**config.mk**
```make
export PLATFORM = sky130hd
export DESIGN_NAME = apb_master
export DESIGN_NICKNAME = d
export VERILOG_FILES = /design/src/rtl/apb_master.sv
export SDC_FILE = /design/constraint.sdc
export NUM_CORES = 1
export LEC_CHECK = 0
export BUFFER_PORTS_ARGS = -buffer_cell sky130_fd_sc_hd__buf_4
export CAP_MARGIN = 30
export CORE_MARGIN = 5
export CORE_UTILIZATION = 42
export CTS_BUF_LIST = sky130_fd_sc_hd__clkbuf_4 sky130_fd_sc_hd__clkbuf_8
export DETAILED_ROUTE_END_ITERATION = 10
export PLACE_DENSITY = 0.84
export REMOVE_ABC_BUFFERS = 1
export SYNTH_ARGS = -nofsm -noshare
export SYNTH_HDL_FRONTEND = slang
export SYNTH_SLANG_ARGS = --single-unit
export TNS_END_PERCENT = 20
```
**constraint.sdc**
```tcl
create_clock -name pclk -period 1.35 [get_ports pclk]
set_clock_uncertainty 0.05 [all_clocks]
set_input_delay 0.27 -clock pclk [delete_from_list [all_inputs] [get_ports pclk]]
set_output_delay 0.27 -clock pclk [all_outputs]
set_load 0.02 [all_outputs]
```
**src/rtl/apb_master.sv**
```systemverilog
// APB requester: one valid/ready command becomes one APB transfer to slave1 or slave2.
// Define APB_MASTER_TIMEOUT_EN to bound the ACCESS wait at TIMEOUT cycles.
module apb_master #(
    parameter int AW      = 9,
    parameter int DW      = 8,
    parameter int TIMEOUT = 16
) (
    input  logic          pclk,
    input  logic          preset,
    input  logic          cmd_valid,
    output logic          cmd_ready,
    input  logic          cmd_write,
    input  logic [AW-1:0] cmd_addr,
    input  logic [DW-1:0] cmd_wdata,
    output logic          rsp_valid,
    output logic [DW-1:0] rsp_rdata,
    output logic          rsp_tmo,
    output logic [AW-2:0] paddr,
    output logic [DW-1:0] pwdata,
    output logic          pwrite,
    output logic          penable,
    output logic          psel1,
    output logic          psel2,
    input  logic          pready1,
    input  logic          pready2,
    input  logic [DW-1:0] prdata1,
    input  logic [DW-1:0] prdata2
);

    generate
        if (TIMEOUT < 2 || AW < 2) begin : g_bad_params
            $error("apb_master: TIMEOUT must be >= 2 and AW must be >= 2");
        end
    endgenerate

    typedef enum logic [1:0] {
        IDLE   = 2'd0,
        SETUP  = 2'd1,
        ACCESS = 2'd2
    } state_t;

    state_t state;
    state_t next_state;

    logic          slave_sel;
    logic          accept;
    logic          sel_ready;
    logic          tmo_hit;
    logic          done;
    logic [DW-1:0] sel_rdata;

    logic          cmd_ready_nxt;
    logic          rsp_valid_nxt;
    logic [DW-1:0] rsp_rdata_nxt;
    logic          rsp_tmo_nxt;
    logic [AW-2:0] paddr_nxt;
    logic [DW-1:0] pwdata_nxt;
    logic          pwrite_nxt;
    logic          penable_nxt;
    logic          psel1_nxt;
    logic          psel2_nxt;
    logic          slave_sel_nxt;

    // Only the selected slave's handshake and data are ever looked at.
    assign accept    = cmd_valid && cmd_ready;
    assign sel_ready = slave_sel ? pready2 : pready1;
    assign sel_rdata = slave_sel ? prdata2 : prdata1;
    assign done      = (state == ACCESS) && (sel_ready || tmo_hit);

`ifdef APB_MASTER_TIMEOUT_EN
    localparam int CW = $clog2(TIMEOUT);

    logic [CW-1:0] acc_cnt;

    always_ff @(posedge pclk) begin
        if (preset) begin
            acc_cnt <= '0;
        end else if (state == SETUP) begin
            acc_cnt <= '0;
        end else if (state == ACCESS) begin
            acc_cnt <= acc_cnt + 1'b1;
        end
    end

    // A ready on the final counted cycle still wins over the abort.
    assign tmo_hit = (state == ACCESS) && !sel_ready && (acc_cnt == CW'(TIMEOUT - 1));
`else
    assign tmo_hit = 1'b0;
`endif

    always_ff @(posedge pclk) begin
        if (preset) begin
            state <= IDLE;
        end else begin
            state <= next_state;
        end
    end

    always_comb begin
        next_state = state;
        case (state)
            IDLE:    if (accept) next_state = SETUP;
            SETUP:   next_state = ACCESS;
            ACCESS:  if (done) next_state = IDLE;
            default: next_state = IDLE;
        endcase
    end

    always_comb begin
        paddr_nxt     = paddr;
        pwdata_nxt    = pwdata;
        pwrite_nxt    = pwrite;
        penable_nxt   = penable;
        psel1_nxt     = psel1;
        psel2_nxt     = psel2;
        slave_sel_nxt = slave_sel;
        rsp_rdata_nxt = rsp_rdata;
        rsp_valid_nxt = 1'b0;
        rsp_tmo_nxt   = 1'b0;
        cmd_ready_nxt = (next_state == IDLE);
        case (state)
            IDLE: begin
                if (accept) begin
                    paddr_nxt     = cmd_addr[AW-2:0];
                    pwdata_nxt    = cmd_wdata;
                    pwrite_nxt    = cmd_write;
                    slave_sel_nxt = cmd_addr[AW-1];
                    psel1_nxt     = !cmd_addr[AW-1];
                    psel2_nxt     = cmd_addr[AW-1];
                    penable_nxt   = 1'b0;
                end
            end
            SETUP: begin
                penable_nxt = 1'b1;
            end
            ACCESS: begin
                if (done) begin
                    psel1_nxt     = 1'b0;
                    psel2_nxt     = 1'b0;
                    penable_nxt   = 1'b0;
                    rsp_valid_nxt = 1'b1;
                    rsp_tmo_nxt   = !sel_ready;
                    rsp_rdata_nxt = (pwrite || !sel_ready) ? '0 : sel_rdata;
                end
            end
            default: begin
                psel1_nxt   = 1'b0;
                psel2_nxt   = 1'b0;
                penable_nxt = 1'b0;
            end
        endcase
    end

    // Address/data/direction intentionally survive reset-free idle periods.
    always_ff @(posedge pclk) begin
        if (preset) begin
            cmd_ready <= 1'b1;
            rsp_valid <= 1'b0;
            rsp_rdata <= '0;
            rsp_tmo   <= 1'b0;
            paddr     <= '0;
            pwdata    <= '0;
            pwrite    <= 1'b0;
            penable   <= 1'b0;
            psel1     <= 1'b0;
            psel2     <= 1'b0;
            slave_sel <= 1'b0;
        end else begin
            cmd_ready <= cmd_ready_nxt;
            rsp_valid <= rsp_valid_nxt;
            rsp_rdata <= rsp_rdata_nxt;
            rsp_tmo   <= rsp_tmo_nxt;
            paddr     <= paddr_nxt;
            pwdata    <= pwdata_nxt;
            pwrite    <= pwrite_nxt;
            penable   <= penable_nxt;
            psel1     <= psel1_nxt;
            psel2     <= psel2_nxt;
            slave_sel <= slave_sel_nxt;
        end
    end

endmodule

```
==> impl_metrics.json, run 1 <==
{
  "ys_seq_elements": 34,
  "fillers": 269,
  "worst_hold_path_type": "input pin to register",
  "fp.dieArea_sq_um": 4500,
  "end_kind": "register",
  "initial_core_util": 0.445,
  "seqCellArea_sq_um": 687,
  "power_density_nw_per_um2": 1060,
  "area_growth_pct": 54.7,
  "htreeDepth": 2,
  "diodes": 0,
  "power_leakage_nw": 0.903,
  "p_sw_uw": 656,
  "fp.dieH_microns": 67.1,
  "ir_drop_v": 0.000678,
  "postRouteWirelength_mm": 3.62,
  "gp_congestion": 0.746,
  "maxCapViolCount": 0,
  "grt_util_all_layers": 0.171,
  "ys_top_cells_by_count": "36 x nand2_1, 34 x dfxtp_1, 27 x a21oi_1",
  "grt_pass1_wl_mm": 5.66,
  "grt_pass1_vias": 1306,
  "drt-pass1-iter-count": 4,
  "cts-root-buf": "clkbuf_4",
  "ys_warn_count": 0,
  "clockPowerShare": 0.266,
  "cp.required_ns": 1.58,
  "yosysMostFrequentCell": "nand2_1",
  "vias": 1384,
  "rsz0062_at_grt": "yes",
  "synthFlopType": "dfxtp_1",
  "ys_top_cells_by_area": "dfxtp_1 50%, a21oi_1 9.9%, nand2_1 9.9%",
  "period_needed_ns": 1.39,
  "multi_input_area_sq_um": 688,
  "grt-ovfl-total": 0,
  "ys_seq_area_frac": 0.497,
  "cts_tree": "yes",
  "async_reset_ff_frac": 0,
  "cts_buffers": 5,
  "placed_area_sq_um": 1970,
  "cts.reportedPaths.clkPinSlew_ns": 0.11,
  "tns_ns": -0.181,
  "cp-start-kind": "register",
  "clk_latency_ns": 0.34,
  "fp-row-count": 20,
  "core_area_sq_um": 3080,
  "cp_max_fo": 8,
  "seqPwrFrac": 0.495,
  "hp-start": "cmd_write",
  "internal_power_mw": 1.59,
  "violations": "setup timing",
  "ant_nets": 0,
  "critPathLaunch": "slave_sel",
  "hold_violations": 0,
  "r2r-start": "slave_sel",
  "status": "finished with violations",
  "drc": 0,
  "clock-sinks": 34,
  "synthCells": 156,
  "synth_cell_types": 28,
  "wl_per_cell_microns": 13.0,
  "dpl.hpwl_mm": 2.57,
  "finalSetupViolCount": 11,
  "first_iter_violations": 36,
  "layout-drive-gt1-share": 0.434,
  "synth_area_per_cell_sq_um": 8.77,
  "ios": 70,
  "syn_area_sq_um": 1370,
  "fin_crit_sh": 1.03,
  "layout.nets": 273,
  "antenna_found_initial": 0,
  "netSwitchingFraction": 0.292,
  "worstSetupPathType": "register to register",
  "dieWidth_microns": 67.1,
  "ctsHoldBuffers": 0,
  "arrival_ns": 1.62,
  "synth.top_cell.area_share": 0.497,
  "drv_slew": 0,
  "yosysTopAreaCell": "dfxtp_1",
  "max_freq_mhz": 720,
  "clockBufferDepth": 2,
  "viasPerCell": 4.96,
  "final_cells": 279,
  "post-place-cells": 269,
  "synth_edf_count": 0,
  "port_buffers": 69,
  "setup_slack_ns": -0.0384,
  "stdcell_area_sq_um": 2120,
  "pwr-share-comb": 0.239,
  "grt_max_degree": 22
}
-- layer usage --
layer  GRT usage  share of wire
met5           0              0
met2       0.271           0.44
met1       0.185           0.41
met4      0.0684          0.014
met3       0.101           0.14
-- layout by cell type (no fill, tap or decap), drive strengths merged, types with 2 or more instances in the layout --
| cell | n |
|---|---|
| buf | 81 |
| nand2 | 36 |
| dfxtp | 34 |
| a21oi | 27 |
| mux2i | 10 |
| o21ai | 8 |
| or4 | 8 |
| clkbuf | 6 |
| nand2b | 4 |
| nor4 | 2 |
| nor4b | 2 |
| nor3 | 2 |
-- final timing paths --
check	slack [ns]	cells past startpoint	end
max reg2reg	-0.04	3	rsp_rdata[4]
min	0.11	3	pwrite
min reg2reg	0.41	2	paddr[7]
max	-0.04	3	rsp_rdata[4]
-- power by group through the flow --
stage / clock network [mW] / logic [mW] / registers (mW)
after global routing: 0.677 / 0.588 / 1.12
after floorplan: 0 / 0.152 / 1.20
after CTS: 0.622 / 0.532 / 1.11
after detailed placement: 0 / 0.506 / 1.13
final: 0.597 / 0.537 / 1.11
after global placement: 0 / 0.500 / 1.13
-- sequential cells by signal, summed over array words and instances, names as in the netlist, 2 cells and up --
register and cells:
pwdata 8, rsp_rdata 8, state 2, paddr 8
-- stage by stage --
stage	power, mW	hold slack (ns)	setup WS [ns]	util
6_report	2.25	0.107	-0.0384	0.688
3_5_place_dp	1.64	0.398	-0.0949	0.639
3_3_place_gp	1.63	0.392	-0.0383	0.639
5_1_grt	2.39	0.0918	-0.0896	0.688
2_1_floorplan	1.36	0.289	-0.303	-
4_1_cts	2.27	0.0911	-0.0340	0.679
-- kinds of logic (layout without fill, tap and decap cells) --
logic type / Yosys count / in the layout / share of synthesized area
AOI/OAI and AO/OA: 39 / 39 / 0.154
buffers and inverters: 12 / 90 / 0.0457
DFF: 34 / 34 / 0.497
muxes: 10 / 11 / 0.0768
other: 1 / 1 / 0.00274
and+or+nand+nor: 60 / 60 / 0.224
-- critical path, cell delays in order (launching register included) --
cell     delay [ns]
dfxtp_4        0.40
mux2i_4        0.22
or4_4          0.53
a21oi_2        0.12
-- final cells by class --
cell class | instances | area share
clock inverter | 2 | 0.00591
tap | 44 | 0.0260
clock buffer | 6 | 0.0242
sequential | 34 | 0.324
inverter | 1 | 0.00177
timing repair buffer | 81 | 0.293
multi-input combinational | 111 | 0.325
-- repair_timing --
item                                   CTS  global route
gates cloned                             1             0
buffers inserted                         1             0
setup endpoints to repair               13            30
gates resized for setup                 13             5
pin swaps                               10             2
endpoints found under the hold margin    0             0
Power figures use the tool's default switching activity.
==> run 2: changes to the inputs <==
- SKIP_LAST_GASP: default -> 1
==> run 2 against run 1 <==
The run still ends with setup timing left. Combinational power grew 4.3%. Utilization grew 2.1 points. Die area is the same. Cell count grew 1.4%. Setup slack lost 0.019 ns. Non-clock buffer count grew 4. Worst hold slack gained 0.0015 ns. Global-route usage is essentially flat. Clock-buffer cell count is the same. Routed wire length grew 7.4%. Critical path type unchanged. Largest cell class unchanged.
==> impl_metrics.json, run 2 (synthesis results as in run 1) <==
{
  "fp.dieArea_sq_um": 4500,
  "r2r-start": "slave_sel",
  "diodes": 0,
  "layout-drive-gt1-share": 0.469,
  "power_density_nw_per_um2": 1040,
  "status": "finished with violations",
  "drc": 0,
  "final_common_cell": "buf_4",
  "worstSetupPathType": "register to register",
  "tns_ns": -0.388,
  "ctsHoldBuffers": 0,
  "rr_endpoint": "rsp_rdata[6]",
  "violations": "setup timing",
  "reg.largest.list": "paddr: 8 flops, pwdata: 8 flops, rsp_rdata: 8 flops",
  "viasPerCell": 5.04,
  "wl_per_cell_microns": 13.7,
  "cp-start-kind": "register",
  "postRouteWirelength_mm": 3.89,
  "max_freq_mhz": 710,
  "fp-row-count": 20,
  "cp.required_ns": 1.59,
  "fp.dieH_microns": 67.1,
  "cts.reportedPaths.clkPinSlew_ns": 0.11,
  "final_cells": 283,
  "layout.nets": 277,
  "grt_pass1_wl_mm": 5.68,
  "final_cell_mix": "80 x buf_4, 36 x nand2_1, 30 x dfxtp_1, 23 x a21oi_1",
  "rsz0062_at_grt": "yes",
  "post-place-ws_ns": -0.0949,
  "post-place-cells": 269,
  "finalSetupViolCount": 11,
  "drv_slew": 0,
  "grt_pass1_vias": 1312,
  "ir_drop_v": 0.000676,
  "dpl.hpwl_mm": 2.57,
  "port_buffers": 69,
  "drt-pass1-iter-count": 5,
  "placed_area_sq_um": 1970,
  "top_layer": "met4",
  "fillers": 262,
  "maxCapViolCount": 0,
  "core_area_sq_um": 3080,
  "end_kind": "register",
  "whs_endpoint": "pwrite",
  "cp_max_fo": 8,
  "ant_nets": 0,
  "timing.hold.ws_ns": 0.109,
  "hold_depth": 3,
  "area_growth_pct": 59.4,
  "initial_core_util": 0.445,
  "wl_met1_mm": 1.53,
  "clk_latency_ns": 0.34,
  "grt_max_degree": 22,
  "final_util": 0.709,
  "power_leakage_nw": 0.937,
  "fin_crit_sh": 1.04,
  "routed-wl-met3_microns": 525,
  "grt_util_all_layers": 0.172,
  "report.power.total_mw": 2.27,
  "cts_buffers": 5,
  "wl_met2_mm": 1.78,
  "arrival_ns": 1.65,
  "htreeDepth": 2,
  "antenna_found_initial": 0,
  "clockBufferDepth": 2,
  "ios": 70,
  "vias": 1425,
  "worst_hold_path_type": "input pin to register",
  "stdcell_area_sq_um": 2180,
  "reg2reg_setup_slack_ns": -0.06,
  "dieWidth_microns": 67.1,
  "cts-root-buf": "clkbuf_4",
  "first_iter_violations": 88,
  "grt-ovfl-total": 0,
  "period_needed_ns": 1.41,
  "setup_slack_ns": -0.0575,
  "hp-start": "cmd_write",
  "r2r_cells": 3,
  "cts_tree": "yes",
  "hold_violations": 0,
  "gp_congestion": 0.746,
  "clock-sinks": 34
}
[run 2: cell types whose count changed in the layout (fill, tap and decap cells not counted), sizes merged]
cell / before / now
buf: 81 / 85
[run 2: layout make-up]
type / count / area, sq um / share of cell area
well taps: 44 / 55.1 / 0.0252
repair buffers: 85 / 661 / 0.303
multi-input cells: 111 / 711 / 0.326
inverters: 1 / 3.75 / 0.00172
clock inverters: 2 / 12.5 / 0.00573
clock buffers: 6 / 51.3 / 0.0235
flip-flops and latches: 34 / 688 / 0.315
[run 2: critical path, stage by stage, from the launching register on]
cell     delay [ns]
dfxtp_4        0.40
mux2i_4        0.23
or4_4          0.54
a21oi_2        0.13
[run 2: where the power goes]
part           switching, mW  internal (mW)  total [mW]  leakage [nW]
combinational          0.274          0.287       0.560         0.623
sequential            0.0469           1.07        1.12         0.280
clock                  0.348          0.250       0.598        0.0343
[run 2: what timing repair did]
action	CTS	global route
cloned	1	0
endpoints found under the setup margin	13	30
gates resized for setup	10	20
buffers inserted	1	4
pin swaps	4	13
[run 2: worst max path at each step]
stage               slack (ns)            to  cells after the start  startpoint
finish                   -0.06  rsp_rdata[6]                      3   slave_sel
global placement         -0.04     cmd_ready                      4   cmd_valid
global route             -0.11  rsp_rdata[6]                      3   slave_sel
floorplan                -0.30         psel1                      3   cmd_ready
detailed placement       -0.09  rsp_rdata[4]                      3   slave_sel
CTS                      -0.04       penable                      3   slave_sel
[run 2: layer usage]
layer	vias to the layer above	track usage
met5	-	0
met1	641	0.184
met2	68	0.274
li1	710	-
met3	6	0.101
met4	0	0.0684
==> run 3: changes to the inputs <==
- ABC_AREA: default -> 1
==> run 3 against run 2 <==
Cell area fell by 7.6%. First-iteration DRC count shrank 66%. The flow now finishes without violations. Worst hold slack hardly changed. Largest cell class is now sequential cells. Critical path type is now register to output port. Maximum frequency rose by 18%. Routed wire length decreased by 13%. Cell count rose by 5.7%.
==> impl_metrics.json, run 3 <==
{
  "ys_top_cells_by_area": "dfxtp_1 49%, nand2_1 12%, nor2_1 9.5%",
  "seqPwrFrac": 0.456,
  "netSwitchingFraction": 0.302,
  "area_growth_pct": 45.2,
  "ys_warn_count": 0,
  "postRouteWirelength_mm": 3.39,
  "antenna_found_initial": 0,
  "fp.dieH_microns": 67.5,
  "synth_area_per_cell_sq_um": 7.67,
  "synthFlopType": "dfxtp_1",
  "gp_congestion": 0.738,
  "grt_util_all_layers": 0.162,
  "dieWidth_microns": 67.5,
  "port_buffers": 69,
  "grt_pass1_vias": 1279,
  "clockBufferDepth": 2,
  "grt_pass1_wl_mm": 5.47,
  "drt-pass1-iter-count": 4,
  "cp.required_ns": 1.03,
  "rsz0062_at_grt": "no",
  "critPathSlowestCell": "dfxtp_1",
  "ir_drop_v": 0.000804,
  "crit_buf_inv": 1,
  "yosysTopAreaCell": "dfxtp_1",
  "critical-path-top-delay-family": "flip-flops",
  "vias": 1369,
  "synth.top_cell.area_share": 0.490,
  "dpl.hpwl_mm": 2.67,
  "internal_power_mw": 1.76,
  "clk_latency_ns": 0.34,
  "diodes": 0,
  "fillers": 316,
  "wl_per_cell_microns": 11.3,
  "ant_nets": 0,
  "drc": 0,
  "hold_violations": 0,
  "syn_area_sq_um": 1390,
  "status": "complete, no violations",
  "cts_buffers": 5,
  "cp_max_fo": 3,
  "fp.dieArea_sq_um": 4560,
  "crit_chain": "buf_4",
  "first_iter_violations": 30,
  "multi_input_area_sq_um": 611,
  "ys_seq_elements": 34,
  "synthCells": 181,
  "worst_hold_path_type": "input pin to register",
  "viasPerCell": 4.58,
  "initial_core_util": 0.448,
  "ctsHoldBuffers": 0,
  "power_leakage_nw": 1.01,
  "tns_ns": 0,
  "max_freq_mhz": 835,
  "cts_tree": "yes",
  "final_cell_mix": "72 x buf_4, 44 x nand2_1, 35 x nor2_1, 34 x dfxtp_1, 17 x o21ai_0",
  "clock-sinks": 34,
  "clockPowerShare": 0.296,
  "final_common_cell": "buf_4",
  "arrival_ns": 0.88,
  "pwr-share-comb": 0.248,
  "ios": 70,
  "layout.nets": 293,
  "reg2reg_setup_slack_ns": 0.18,
  "htreeDepth": 2,
  "worstSetupPathType": "register to output port",
  "async_reset_ff_frac": 0,
  "cts.reportedPaths.clkPinSlew_ns": 0.11,
  "ys_top_cells_by_count": "44 x nand2_1, 35 x nor2_1, 34 x dfxtp_1, 17 x o21ai_0, 11 x a21oi_1",
  "synth_cell_types": 23,
  "fp-row-count": 20,
  "p_sw_uw": 761,
  "core_area_sq_um": 3100,
  "end_kind": "output port",
  "cts_resized": 0,
  "layout-drive-gt1-share": 0.369,
  "report.power.total_mw": 2.52,
  "reg.largest.list": "paddr: 8 flops, pwdata: 8 flops, rsp_rdata: 8 flops",
  "seqCellArea_sq_um": 681,
  "cp-start-kind": "register",
  "yosysMostFrequentCell": "nand2_1",
  "fin_crit_sh": 0.887,
  "grt_max_degree": 29,
  "ys_seq_area_frac": 0.490,
  "critPathMaxStageDelay_ns": 0.38,
  "maxCapViolCount": 0,
  "synth_edf_count": 0,
  "grt-ovfl-total": 0,
  "cts_setup_buffers": 0,
  "power_density_nw_per_um2": 1250,
  "finalSetupViolCount": 0,
  "period_needed_ns": 1.20,
  "drv_slew": 0,
  "cts-root-buf": "clkbuf_4"
}
-- run 3: area by class of cell --
cell class                      count  share of cell area
Clock buffer                        5              0.0186
Clock inverter                      3              0.0223
Inverter                           10              0.0236
Multi-Input combinational cell    131               0.303
Sequential cell                    34               0.337
Tap cell                           44              0.0273
Timing Repair Buffer               72               0.268
-- run 3: power by group through the flow --
stage                     clock [mW]  combinational [mW]  sequential (mW)
after CTS                      0.771               0.635             1.15
after floorplan                    0               0.242             1.27
final                          0.746               0.625             1.15
after detailed placement           0               0.634             1.17
after global routing           0.822               0.695             1.16
after global placement             0               0.627             1.17
-- run 3: cells by family after synthesis --
logic type / Yosys count / share of synthesized area
compound gates: 29 / 0.106
buf+inv: 16 / 0.0703
flops: 34 / 0.490
other cells: 1 / 0.00270
simple gates: 101 / 0.331
-- run 3: per-stage QoR --
| step | std cells | setup slack, ns | hold WS (ns) | utilization | area, sq um |
|---|---|---|---|---|---|
| 2_1_floorplan | 175 | 0.117 | 0.301 | - | 1340 |
| 3_3_place_gp | 291 | 0.224 | 0.410 | 0.623 | 1930 |
| 3_5_place_dp | 291 | 0.194 | 0.417 | 0.623 | 1930 |
| 4_1_cts | 299 | 0.126 | 0.0934 | 0.650 | 2020 |
| 5_1_grt | 299 | 0.0440 | 0.105 | 0.650 | 2020 |
| 6_report | 299 | 0.153 | 0.109 | 0.650 | 2020 |
-- run 3: layer usage --
metal  up-vias  GRT usage  wire length (microns)
met5         -          0                      0
met4         0     0.0608                     45
met3         5     0.0915                    498
met2        66      0.258                   1480
met1       568      0.178                   1360
li1        730          -                      -
-- run 3: final timing paths --
check	from	endpoint	cells past startpoint
hold / removal	cmd_addr[8]	slave_sel	3
hold reg to reg	rsp_rdata[5]	rsp_rdata[5]	2
setup reg to reg	state[1]	psel1	7
setup / recovery	cmd_ready	cmd_ready	1
-- run 3: worst register-to-register path, cell delays in order, from the launching register on --
cell and delay [ns]:
dfxtp_1 0.40, inv_1 0.10, nor2_4 0.13, nand3_2 0.12, nand3_1 0.13, nand2_1 0.06
inv_1 0.05, nor2_1 0.03
